[src/rtl/syndrome_check.sv]
// Hard-decision parity checker for the decoder output layer: one check row per cycle, then a held result.
// Build option SYNDROME_EARLY_EXIT_EN: stop scanning at the first unsatisfied row.
module syndrome_check #(
    parameter int N_V      = 44,
    parameter int N_C      = 12,
    parameter int N_FP     = 8,
    parameter int MAX_ITER = 5
) (
    input  logic                            clk,
    input  logic                            rst,
    input  logic [0:N_C-1][0:N_V-1]         h_matrix,
    input  logic                            in_valid,
    output logic                            in_ready,
    input  logic [0:N_V-1][N_FP-1:0]        in_llr,
    output logic                            out_valid,
    input  logic                            out_ready,
    output logic [N_V-1:0]                  out_bits,
    output logic                            out_ok,
    output logic [$clog2(N_C+1)-1:0]        out_fail_cnt,
    output logic                            out_stop,
    output logic [$clog2(MAX_ITER)-1:0]     out_iter
);

    localparam int CI_W = (N_C > 1) ? $clog2(N_C) : 1;
    localparam int FC_W = $clog2(N_C + 1);
    localparam int IT_W = $clog2(MAX_ITER);

`ifdef SYNDROME_EARLY_EXIT_EN
    localparam bit EARLY_EXIT = 1'b1;
`else
    localparam bit EARLY_EXIT = 1'b0;
`endif

    typedef enum logic [1:0] {IDLE, CHECK, RESULT} state_t;

    state_t            state_q, state_d;
    logic [N_V-1:0]    bits_q, bits_d;
    logic [CI_W-1:0]   c_idx_q, c_idx_d;
    logic [FC_W-1:0]   fail_q, fail_d;
    logic [IT_W-1:0]   iter_q, iter_d;
    logic              ok_q, ok_d;
    logic [N_V-1:0]    hard_bits;
    logic              parity;
    logic              last_row;
    logic              unused_llr;

    // Only the sign bit of each LLR matters for the hard decision.
    assign unused_llr = ^in_llr;

    always_comb begin
        hard_bits = '0;
        for (int v = 0; v < N_V; v++) begin
            hard_bits[v] = in_llr[v][N_FP-1];
        end
    end

    always_comb begin
        parity = 1'b0;
        for (int v = 0; v < N_V; v++) begin
            parity = parity ^ (bits_q[v] & h_matrix[c_idx_q][v]);
        end
    end

    assign last_row = (c_idx_q == CI_W'(N_C - 1));

    always_comb begin
        state_d = state_q;
        bits_d  = bits_q;
        c_idx_d = c_idx_q;
        fail_d  = fail_q;
        iter_d  = iter_q;
        ok_d    = ok_q;
        case (state_q)
            IDLE: begin
                if (in_valid) begin
                    bits_d  = hard_bits;
                    c_idx_d = '0;
                    fail_d  = '0;
                    ok_d    = 1'b0;
                    state_d = CHECK;
                end
            end
            CHECK: begin
                if (parity) begin
                    fail_d = fail_q + FC_W'(1);
                end
                if (last_row || (EARLY_EXIT && parity)) begin
                    ok_d    = (fail_d == '0);
                    state_d = RESULT;
                end else begin
                    c_idx_d = c_idx_q + CI_W'(1);
                end
            end
            RESULT: begin
                // A stop (clean word or last allowed pass) restarts the iteration count.
                if (out_ready) begin
                    iter_d  = out_stop ? '0 : iter_q + IT_W'(1);
                    state_d = IDLE;
                end
            end
            default: state_d = IDLE;
        endcase
    end

    always_ff @(posedge clk or negedge rst) begin
        if (!rst) begin
            state_q <= IDLE;
            bits_q  <= '0;
            c_idx_q <= '0;
            fail_q  <= '0;
            iter_q  <= '0;
            ok_q    <= 1'b0;
        end else begin
            state_q <= state_d;
            bits_q  <= bits_d;
            c_idx_q <= c_idx_d;
            fail_q  <= fail_d;
            iter_q  <= iter_d;
            ok_q    <= ok_d;
        end
    end

    assign in_ready     = (state_q == IDLE);
    assign out_valid    = (state_q == RESULT);
    assign out_bits     = bits_q;
    assign out_ok       = ok_q;
    assign out_fail_cnt = fail_q;
    assign out_iter     = iter_q;
    assign out_stop     = ok_q | (iter_q == IT_W'(MAX_ITER - 1));

endmodule
[config.mk]
export PLATFORM = sky130hd
export DESIGN_NAME = syndrome_check
export DESIGN_NICKNAME = d
export VERILOG_FILES = /design/src/rtl/syndrome_check.sv
export SDC_FILE = /design/constraint.sdc
export NUM_CORES = 1
export LEC_CHECK = 0
export CAP_MARGIN = 10
export CORE_AREA = 2 2 367 369
export CTS_CLUSTER_DIAMETER = 40
export DETAILED_ROUTE_END_ITERATION = 8
export DIE_AREA = 0 0 369 371
export PLACE_DENSITY = 0.33
export SLEW_MARGIN = 20
export SYNTH_ARGS = -nofsm -noshare
export SYNTH_HDL_FRONTEND = slang
export SYNTH_SLANG_ARGS = --single-unit
[constraint.sdc]
create_clock -name clk -period 9 [get_ports clk]
set_input_delay 0.9 -clock clk [delete_from_list [all_inputs] [get_ports clk]]
set_output_delay 0.9 -clock clk [all_outputs]
set_load 0.03 [all_outputs]
==> results of run 1 <==
==> synthesized netlist by cell type, types with 11 or more instances <==
master,n
nor2b_1,17
mux2_2,70
o22ai_1,19
mux2i_1,27
xnor2_1,21
dfrtp_1,58
buf_2,17
nand2_1,42
inv_1,15
o21ai_0,17
o41ai_1,11
mux4_2,103
nand3_1,21
clkbuf_1,16
nor2_1,17
==> flip-flops by register name, summed over array words and instances (netlist names) <==
signal and count:
state_q 2, out_ok 1, out_iter 3, out_bits 44
out_fail_cnt 4, c_idx_q 4
==> cell families after synthesis <==
logic type	count (synthesis)
and+or+nand+nor	130
muxes	206
AOI/OAI and AO/OA	115
DFF	58
xor gates and xnor gates	37
buffers and inverters	75
adders and majority gates	4
==> per-layer routing <==
layer / part of all wire / vias to the layer above / GRT usage
li1: - / 3714 / -
met1: 0.37 / 3921 / 0.1002
met2: 0.51 / 458 / 0.1709
met3: 0.095 / 42 / 0.03524
met4: 0.021 / 12 / 0.02449
met5: 0.0011 / - / 0
==> final timing paths <==
kind	start	to	slack, ps	cells after the start
max in group asynchronous	rst	c_idx_q[2]$_DFFE_PN0P_	7490	2
max reg2reg	c_idx_q[0]$_DFFE_PN0P_	out_fail_cnt[2]$_DFFE_PN0P_	3560	13
max	c_idx_q[0]$_DFFE_PN0P_	out_fail_cnt[2]$_DFFE_PN0P_	3560	13
min	rst	out_fail_cnt[0]$_DFFE_PN0P_	460	1
min reg2reg	out_bits[34]$_DFFE_PN0P_	out_bits[34]$_DFFE_PN0P_	520	1
min in group clk	out_bits[34]$_DFFE_PN0P_	out_bits[34]$_DFFE_PN0P_	520	1
==> area by class of cell <==
cell class / instances / share of cell area
Timing Repair Buffer: 648 / 0.4047
Multi-Input combinational cell: 492 / 0.3394
Clock inverter: 7 / 0.007364
Antenna cell: 2 / 0.0003134
Sequential cell: 58 / 0.09181
Tap cell: 1768 / 0.1385
Inverter: 16 / 0.003760
Clock buffer: 9 / 0.01410
==> per-stage QoR <==
stage | utilization | instances | area, µm² | setup WS [ps] | hold WS (ps)
floorplan | - | 625 | 7333 | 5225 | 571.8
global placement | 0.1177 | 2982 | 15620 | 3081 | 499.0
detailed placement | 0.1177 | 2982 | 15620 | 3010 | 502.2
CTS | 0.1202 | 2998 | 15970 | 3006 | 458.1
global route | 0.1203 | 2999 | 15970 | 3100 | 471.4
finish | 0.1203 | 3000 | 15970 | 3559 | 463.0
==> report_power, final <==
part / internal (µW) / switching, µW
logic: 2180 / 2590
clock network: 271 / 192
registers: 412 / 264
==> worst reg2reg max path, delay by kind of cell (launching register included) <==
family	cells	cell delay (ps)
AO/OA/AOI/OAI	3	780
XOR/XNOR	5	2250
buffers and inverters	2	910
flip-flops	1	540
multiplexers	1	290
AND/OR/NAND/NOR	2	540
==> impl_metrics.ini, run 1 <==
[timing]
timing.final.crit_share = 0.6046
report.final.setup_viol = 0
tns_ps = 0
maxSlewHeadroom = 0.4331
hold_violations = 0
tightest_slew_ps = 847.8
max_freq_ghz = 0.1838
rsz0062_at_grt = no
skew_ps = 21.05
period_needed_ps = 5441
slew_viol_final = 0

[setup_path]
crit_buf_inv = 2
path_delay_family = XOR/XNOR gates
crit_chain = buf_4 -> nand2b_2 -> buf_4 -> o22ai_1 -> o41ai_1 -> xnor2_1 -> xnor3_1 -> xnor3_1 -> xnor3_1 -> xnor3_2 -> nand2_4 -> mux2_4 -> a22o_1
cp_data_arrival_time_ps = 5720
start_kind = flip-flop
cpPeakStageDelay_ps = 640
required_ps = 9280
endpoint_kind = flip-flop
crit_top_cell = xnor3_1
worst_path_max_delay_cell = xnor3_1
cp_max_fo = 35
path_class = flip-flop to flip-flop

[pwr]
ir_worst_vdd_v = 0.0008204
total_power_uw = 5904
leakagePower_uw = 0.005258
power-per-cell-area_mw_per_mm2 = 369.7

[yosys]
synthMuxAreaShare = 0.4719
synth.top_cell.area_share = 0.3163
syn_area_mm2 = 0.007333
postSynthCellCount = 625
synth_top_family_by_area = multiplexers
synth-compound-area-share = 0.1097
synthTopCellsByArea = mux4_2, dfrtp_1, mux2_2
synth_warnings = 0
synth_cell_types = 56
synth_nets = 1513
synth-simple-area-share = 0.09060
yosys_register_bits = 58
async_flop_share = 1.000
synthAdderAreaFrac = 0.006825
synth-edff-count = 0
syn_area_per_cell_um2 = 11.73
ys_seq_area_frac = 0.1979
ys.flop_type = dfrtp_1
synth_xor_area_frac = 0.05750
synth_top_area_cell = mux4_2

[detailed_routing]
postRouteAntennaNets = 0
drc = 0
num_vias = 8147
first_pass_iters = 4
routed_wl_um = 65390
wire_per_inst_um = 21.80
via_per_inst = 2.716
drt_iter0_markers = 229

[layout]
mostFrequentLayoutCell = clkdlybuf4s50_1
area_delta_synth_final_pct = 117.8
nets = 2113
layout_common_cells = clkdlybuf4s50_1, mux4_2, mux2_2, dfrtp_1, nand2_1
multi_input_area_mm2 = 0.005421
drive_gt1_frac = 0.1829
fillers = 15210
seqCellArea_mm2 = 0.001466

[global_routing]
grt-ovfl-total = 0
antenna_found_initial = 17
gr-usage-all-layers = 0.09352
first_global_vias = 9471
grt_pass1_wl_um = 84710
grt_max_degree = 80

[clock_tree]
clk_latency_ps = 410
clockRootBuffer = clkbuf_16
post_cts_buffers = 0
cts_hold_buffers = 0
cts_resized = 0
htree_levels = 3
numCtsBuffers = 9
cts_tree = yes
clkTransAtPathRegs_ps = 80
clock-sinks = 58
clock_path_buffers = 2

[floorplanning]
die_w_um = 369
fp.dieH_um = 371
placementRows = 134
core_mm2 = 0.1328
dieArea_mm2 = 0.1369
start_util = 0.05523
pin_count = 939

[placed_design]
port-buffer-count = 630
place_hpwl_um = 55980
gp_congestion = 0.8360

[job]
drv_cap = 0

[outcome]
status = finished, final reports clean

[hold_path]
hp-class = input pin to asynchronous set/reset pin
Note: power is estimated with default switching activity, not from simulation.
==> inputs of run 2 (changes only) <==
CORE_AREA = 2 2 366 368   (was 2 2 367 369)
DIE_AREA = 0 0 368 370   (was 0 0 369 371)
PLACE_DENSITY = 0.34   (was 0.33)
clock period = 5.3 ns   (was 9 ns; I/O delays follow)
==> run 2 against run 1 <==
Compared with the run above:
- setup slack got worse by 3200 ps
- maximum frequency rose by 11%
- combinational power rose by 52%
- clock-buffer cell count did not move
- clock power rose by 56%
- critical path depth fell by 1
- power rose by 54%
==> impl_metrics.ini, run 2 (synthesis results as in run 1) <==
[outcome]
status = finished, final reports clean

[timing]
period_needed_ps = 4908
skew_ps = 10.19
rsz0062_at_grt = no
timing.final.crit_share = 0.9260
hold_violations = 0
maxSlewHeadroom = 0.5173
hold_slack_ps = 53.79
report.final.setup_viol = 0
tns_ps = 0
slew_viol_final = 0
tightest_slew_ps = 720.8
max_freq_ghz = 0.2038

[global_routing]
grt-ovfl-total = 0
grt_max_degree = 52
gr-usage-all-layers = 0.09198
first_global_vias = 9547
grt_pass1_wl_um = 83410
antenna_found_initial = 20

[floorplanning]
core_mm2 = 0.1325
start_util = 0.05537
die_w_um = 368
pin_count = 939
fp.dieH_um = 370
placementRows = 134
dieArea_mm2 = 0.1362

[layout]
area_delta_synth_final_pct = 119.9
fillers = 15120
drive_gt1_frac = 0.1928
layout_common_cells = clkdlybuf4s50_1, mux4_2, mux2_2, dfrtp_1, nand2_1
mostFrequentLayoutCell = clkdlybuf4s50_1
nets = 2128
largest_reg_flops = 44

[clock_tree]
clockRootBuffer = clkbuf_16
post_cts_buffers = 0
cts_resized = 0
numCtsBuffers = 9
clkTransAtPathRegs_ps = 60
cts_hold_buffers = 0
cts_tree = yes
clock_path_buffers = 2
clock-sinks = 58
clk_latency_ps = 400
htree_levels = 3

[setup_path]
reg2reg_from = c_idx_q[1]$_DFFE_PN0P_
cp_data_arrival_time_ps = 5190
endpoint_kind = flip-flop
cp_max_fo = 47
path_class = flip-flop to flip-flop
start_kind = flip-flop
required_ps = 5580
critPathLaunch = c_idx_q[1]$_DFFE_PN0P_

[placed_design]
port-buffer-count = 630
place_hpwl_um = 55790
gp_congestion = 0.8948

[detailed_routing]
routed_wl_um = 64080
num_vias = 8224
wire_per_inst_um = 21.20
via_per_inst = 2.721
first_pass_iters = 4
postRouteAntennaNets = 0
drc = 0
drt_iter0_markers = 219

[hold_path]
hp-class = input pin to asynchronous set/reset pin

[pwr]
leakagePower_uw = 0.005325
power-per-cell-area_mw_per_mm2 = 564.5
ir_worst_vdd_v = 0.0007907

[job]
drv_cap = 0
## run 2: changes by cell type in the layout (fill, tap and decap cells not counted)
cell,delta
buf_4,+12
diode_2,+7
buf_12,+3
clkinv_2,-2
clkinvlp_4,+2
inv_6,+2
bufinv_16,-1
clkinv_4,-1
## run 2: worst paths after layout
| kind | to | slack, ps | cells after the start |
|---|---|---|---|
| min in group clk | out_iter[2]$_DFFE_PN0P_ | 520 | 1 |
| min reg2reg | out_iter[2]$_DFFE_PN0P_ | 520 | 1 |
| max reg2reg | out_fail_cnt[2]$_DFFE_PN0P_ | 390 | 12 |
| max | out_fail_cnt[2]$_DFFE_PN0P_ | 390 | 12 |
| min | out_fail_cnt[3]$_DFFE_PN0P_ | 50 | 1 |
| max in group asynchronous | c_idx_q[0]$_DFFE_PN0P_ | 4090 | 2 |
## run 2: final cells by class
cell class,instances,area [µm²],share of cell area
Antenna cell,9,22.52,0.001397
Multi-Input combinational cell,492,5421,0.3363
Clock buffer,9,225.2,0.01397
Tap cell,1768,2212,0.1372
Timing Repair Buffer,663,6614,0.4102
Inverter,16,60.06,0.003725
Clock inverter,7,101.3,0.006286
Sequential cell,58,1466,0.09095
## run 2: metrics by stage
| step | utilization | instances | power (µW) | setup WS (ps) | instance area, µm² |
|---|---|---|---|---|---|
| finish | 0.1217 | 3022 | 9101 | 392.2 | 16120 |
| global placement | 0.1191 | 2997 | 8708 | 224.0 | 15770 |
| CTS | 0.1216 | 3013 | 9525 | 165.2 | 16100 |
| floorplan | - | 625 | 5888 | 1576 | 7333 |
| detailed placement | 0.1191 | 2997 | 8719 | 181.6 | 15770 |
| global route | 0.1217 | 3018 | 9818 | 57.99 | 16110 |
## run 2: metal layers
layer	vias up	global-route usage	part of all wire
li1	3752	-	-
met1	3960	0.1025	0.39
met2	458	0.1640	0.51
met3	44	0.03372	0.083
met4	10	0.02410	0.015
met5	-	0	0.0010
## run 2: critical path, stage by stage (launching register included)
cell and delay, ps:
dfrtp_4 780, buf_12 310, mux4_2 410, a22oi_1 230, a21boi_1 110, xor2_1 440
xnor2_1 170, xnor2_1 360, xnor3_1 610, xnor3_2 670, nand2_4 100, mux2_4 300
a22o_1 180
## run 2: report_power, final
part | leakage (µW) | internal (µW) | switching [µW] | total (µW)
Clock | 0.000153 | 416 | 308 | 724
Combinational | 0.00448 | 3350 | 3900 | 7260
Sequential | 0.000697 | 683 | 438 | 1120
==> inputs of run 3 (changes only) <==
CORE_AREA = 2 2 369 371   (was 2 2 366 368)
DIE_AREA = 0 0 371 373   (was 0 0 368 370)
clock period = 4.1 ns   (was 5.3 ns; I/O delays follow)
==> run 3 against run 2 <==
Compared with the run above:
- the run now ends with setup timing left
- critical path depth grew 3
- register-to-register slack lost 420 ps
- via count grew 7.1%
==> impl_metrics.ini, run 3 (synthesis results as in run 1) <==
[timing]
rsz0062_at_grt = yes
period_needed_ps = 4124
maxSlewHeadroom = 0.3831
slew_viol_final = 0
hold_slack_ps = 45.80
timing.final.crit_share = 1.006
max_freq_ghz = 0.2425
hold_violations = 0
layout_setup_ws_ps = -23.95
tightest_slew_ps = 925.3
skew_ps = 19.21
report.final.setup_viol = 1

[setup_path]
rr_endpoint = out_fail_cnt[2]$_DFFE_PN0P_
reg2reg_from = c_idx_q[0]$_DFFE_PN0P_
cp_max_fo = 10
start_kind = flip-flop
required_ps = 4370
reg2reg_depth = 15
path_class = flip-flop to flip-flop
cp_data_arrival_time_ps = 4400
r2r_setup_slack_ps = -20
endpoint_kind = flip-flop

[pwr]
ir_worst_vdd_v = 0.0008569
power-per-cell-area_mw_per_mm2 = 802.3
power.internal_uw = 7230
pwr-share-comb = 0.849
pwr-share-seq = 0.095
p_clk_frac = 0.057
switching_share = 0.4834
power.net_switching_uw = 6764
leakagePower_uw = 0.006015

[detailed_routing]
via_per_inst = 2.811
num_vias = 8811
postRouteAntennaNets = 0
drc = 0
first_pass_iters = 4
wire_per_inst_um = 22.52
routed_wl_um = 70570
drt_iter0_markers = 336

[clock_tree]
htree_levels = 3
cts_hold_buffers = 0
clock-sinks = 58
clkTransAtPathRegs_ps = 60
clockRootBuffer = clkbuf_16
numCtsBuffers = 9
clk_latency_ps = 390
clock_path_buffers = 2
cts_tree = yes

[outcome]
violations = setup timing
status = finished with violations

[placed_design]
place_hpwl_um = 61880
pre_cts_ws_ps = -755.2
dpl-instance-area_mm2 = 0.01637
gp_congestion = 0.8007
port-buffer-count = 630

[global_routing]
grt-ovfl-total = 0
grt_max_degree = 54
first_global_vias = 10160
grt_pass1_wl_um = 90500
antenna_found_initial = 29
gr-usage-all-layers = 0.09888

[layout]
mostFrequentLayoutCell = clkdlybuf4s50_1
nets = 2223
design_area_mm2 = 0.01744
fin_util = 0.1296
area_delta_synth_final_pct = 137.8
largest_reg_flops = 44
drive_gt1_frac = 0.2806
layout_common_cells = clkdlybuf4s50_1, mux4_2, buf_4, mux2_2, dfrtp_1

[floorplanning]
die_w_um = 371
pin_count = 939
fp.dieH_um = 373
core_mm2 = 0.1346
start_util = 0.05447
dieArea_mm2 = 0.1384
placementRows = 135

[job]
drv_cap = 0

[hold_path]
hp-class = input pin to asynchronous set/reset pin
run 3: cell types whose count changed in the layout (fill, tap and decap cells not counted), sizes merged:
cell,change
bufbuf,+2
bufinv,-2
diode,+4
clkinv,+4
clkinvlp,-1
buf,+93
clkbuf,+1
inv,-2
run 3: timing repair:
| item | in CTS | in global routing |
|---|---|---|
| pin swaps | 19 | 6 |
| gates cloned | 3 | 0 |
| gates resized for setup | 51 | 15 |
| buffers inserted | 19 | 15 |
| setup endpoints to repair | 5 | 5 |
run 3: how the worst max path moves through the flow:
| stage | start | end | slack, ps | cells past startpoint |
|---|---|---|---|---|
| floorplan | c_idx_q[0]$_DFFE_PN0P_ | out_fail_cnt[2]$_DFFE_PN0P_ | 380 | 14 |
| global placement | c_idx_q[0]$_DFFE_PN0P_ | out_fail_cnt[2]$_DFFE_PN0P_ | -780 | 15 |
| detailed placement | c_idx_q[0]$_DFFE_PN0P_ | out_fail_cnt[2]$_DFFE_PN0P_ | -760 | 13 |
| CTS | c_idx_q[0]$_DFFE_PN0P_ | out_fail_cnt[2]$_DFFE_PN0P_ | -100 | 14 |
| global route | c_idx_q[0]$_DFFE_PN0P_ | out_fail_cnt[2]$_DFFE_PN0P_ | -210 | 15 |
| finish | c_idx_q[0]$_DFFE_PN0P_ | out_fail_cnt[2]$_DFFE_PN0P_ | -20 | 15 |
run 3: area by class of cell:
type                            instances  area [µm²]
Tap cell                             1781        2228
Clock inverter                          6       43.79
Antenna cell                           13       32.53
Sequential cell                        58        1466
Fill cell                           15220      117200
Inverter                               16       60.06
Multi-Input combinational cell        492        5744
Clock buffer                           10       229.0
Timing Repair Buffer                  758        7637
run 3: per-layer routing:
layer	wire length [µm]	global-route usage	vias to the layer above
met1	27640	0.1108	4277
li1	-	-	3951
met4	1920	0.03315	12
met3	5651	0.02751	61
met5	74	0	-
met2	35280	0.1778	510
run 3: metrics by stage:
step	TNS, ps	cells	total power [µW]
after floorplan	0	625	7281
after global placement	-3553	3069	12190
after detailed placement	-3368	3069	12160
after CTS	-117.1	3106	13990
after global routing	-686.4	3126	14860
final	-23.95	3134	13990
run 3: critical path: stages (launching register included):
cell and delay [ps]:
dfrtp_4 500, buf_12 170, buf_4 120, bufbuf_16 280, mux4_2 510, nand2_1 80
o21ai_1 90, nand2_1 100, xor2_1 140, buf_4 120, xnor3_1 370, xnor3_2 530
xnor3_2 400, nand2_4 100, mux2_4 290, a22o_1 170
run 3: power groups by stage:
stage	clock network, µW	logic, µW	registers, µW
global route	875	12600	1410
CTS	863	11800	1360
finish	796	11900	1320
global placement	0	10800	1430
floorplan	0	5690	1600
detailed placement	0	10700	1430
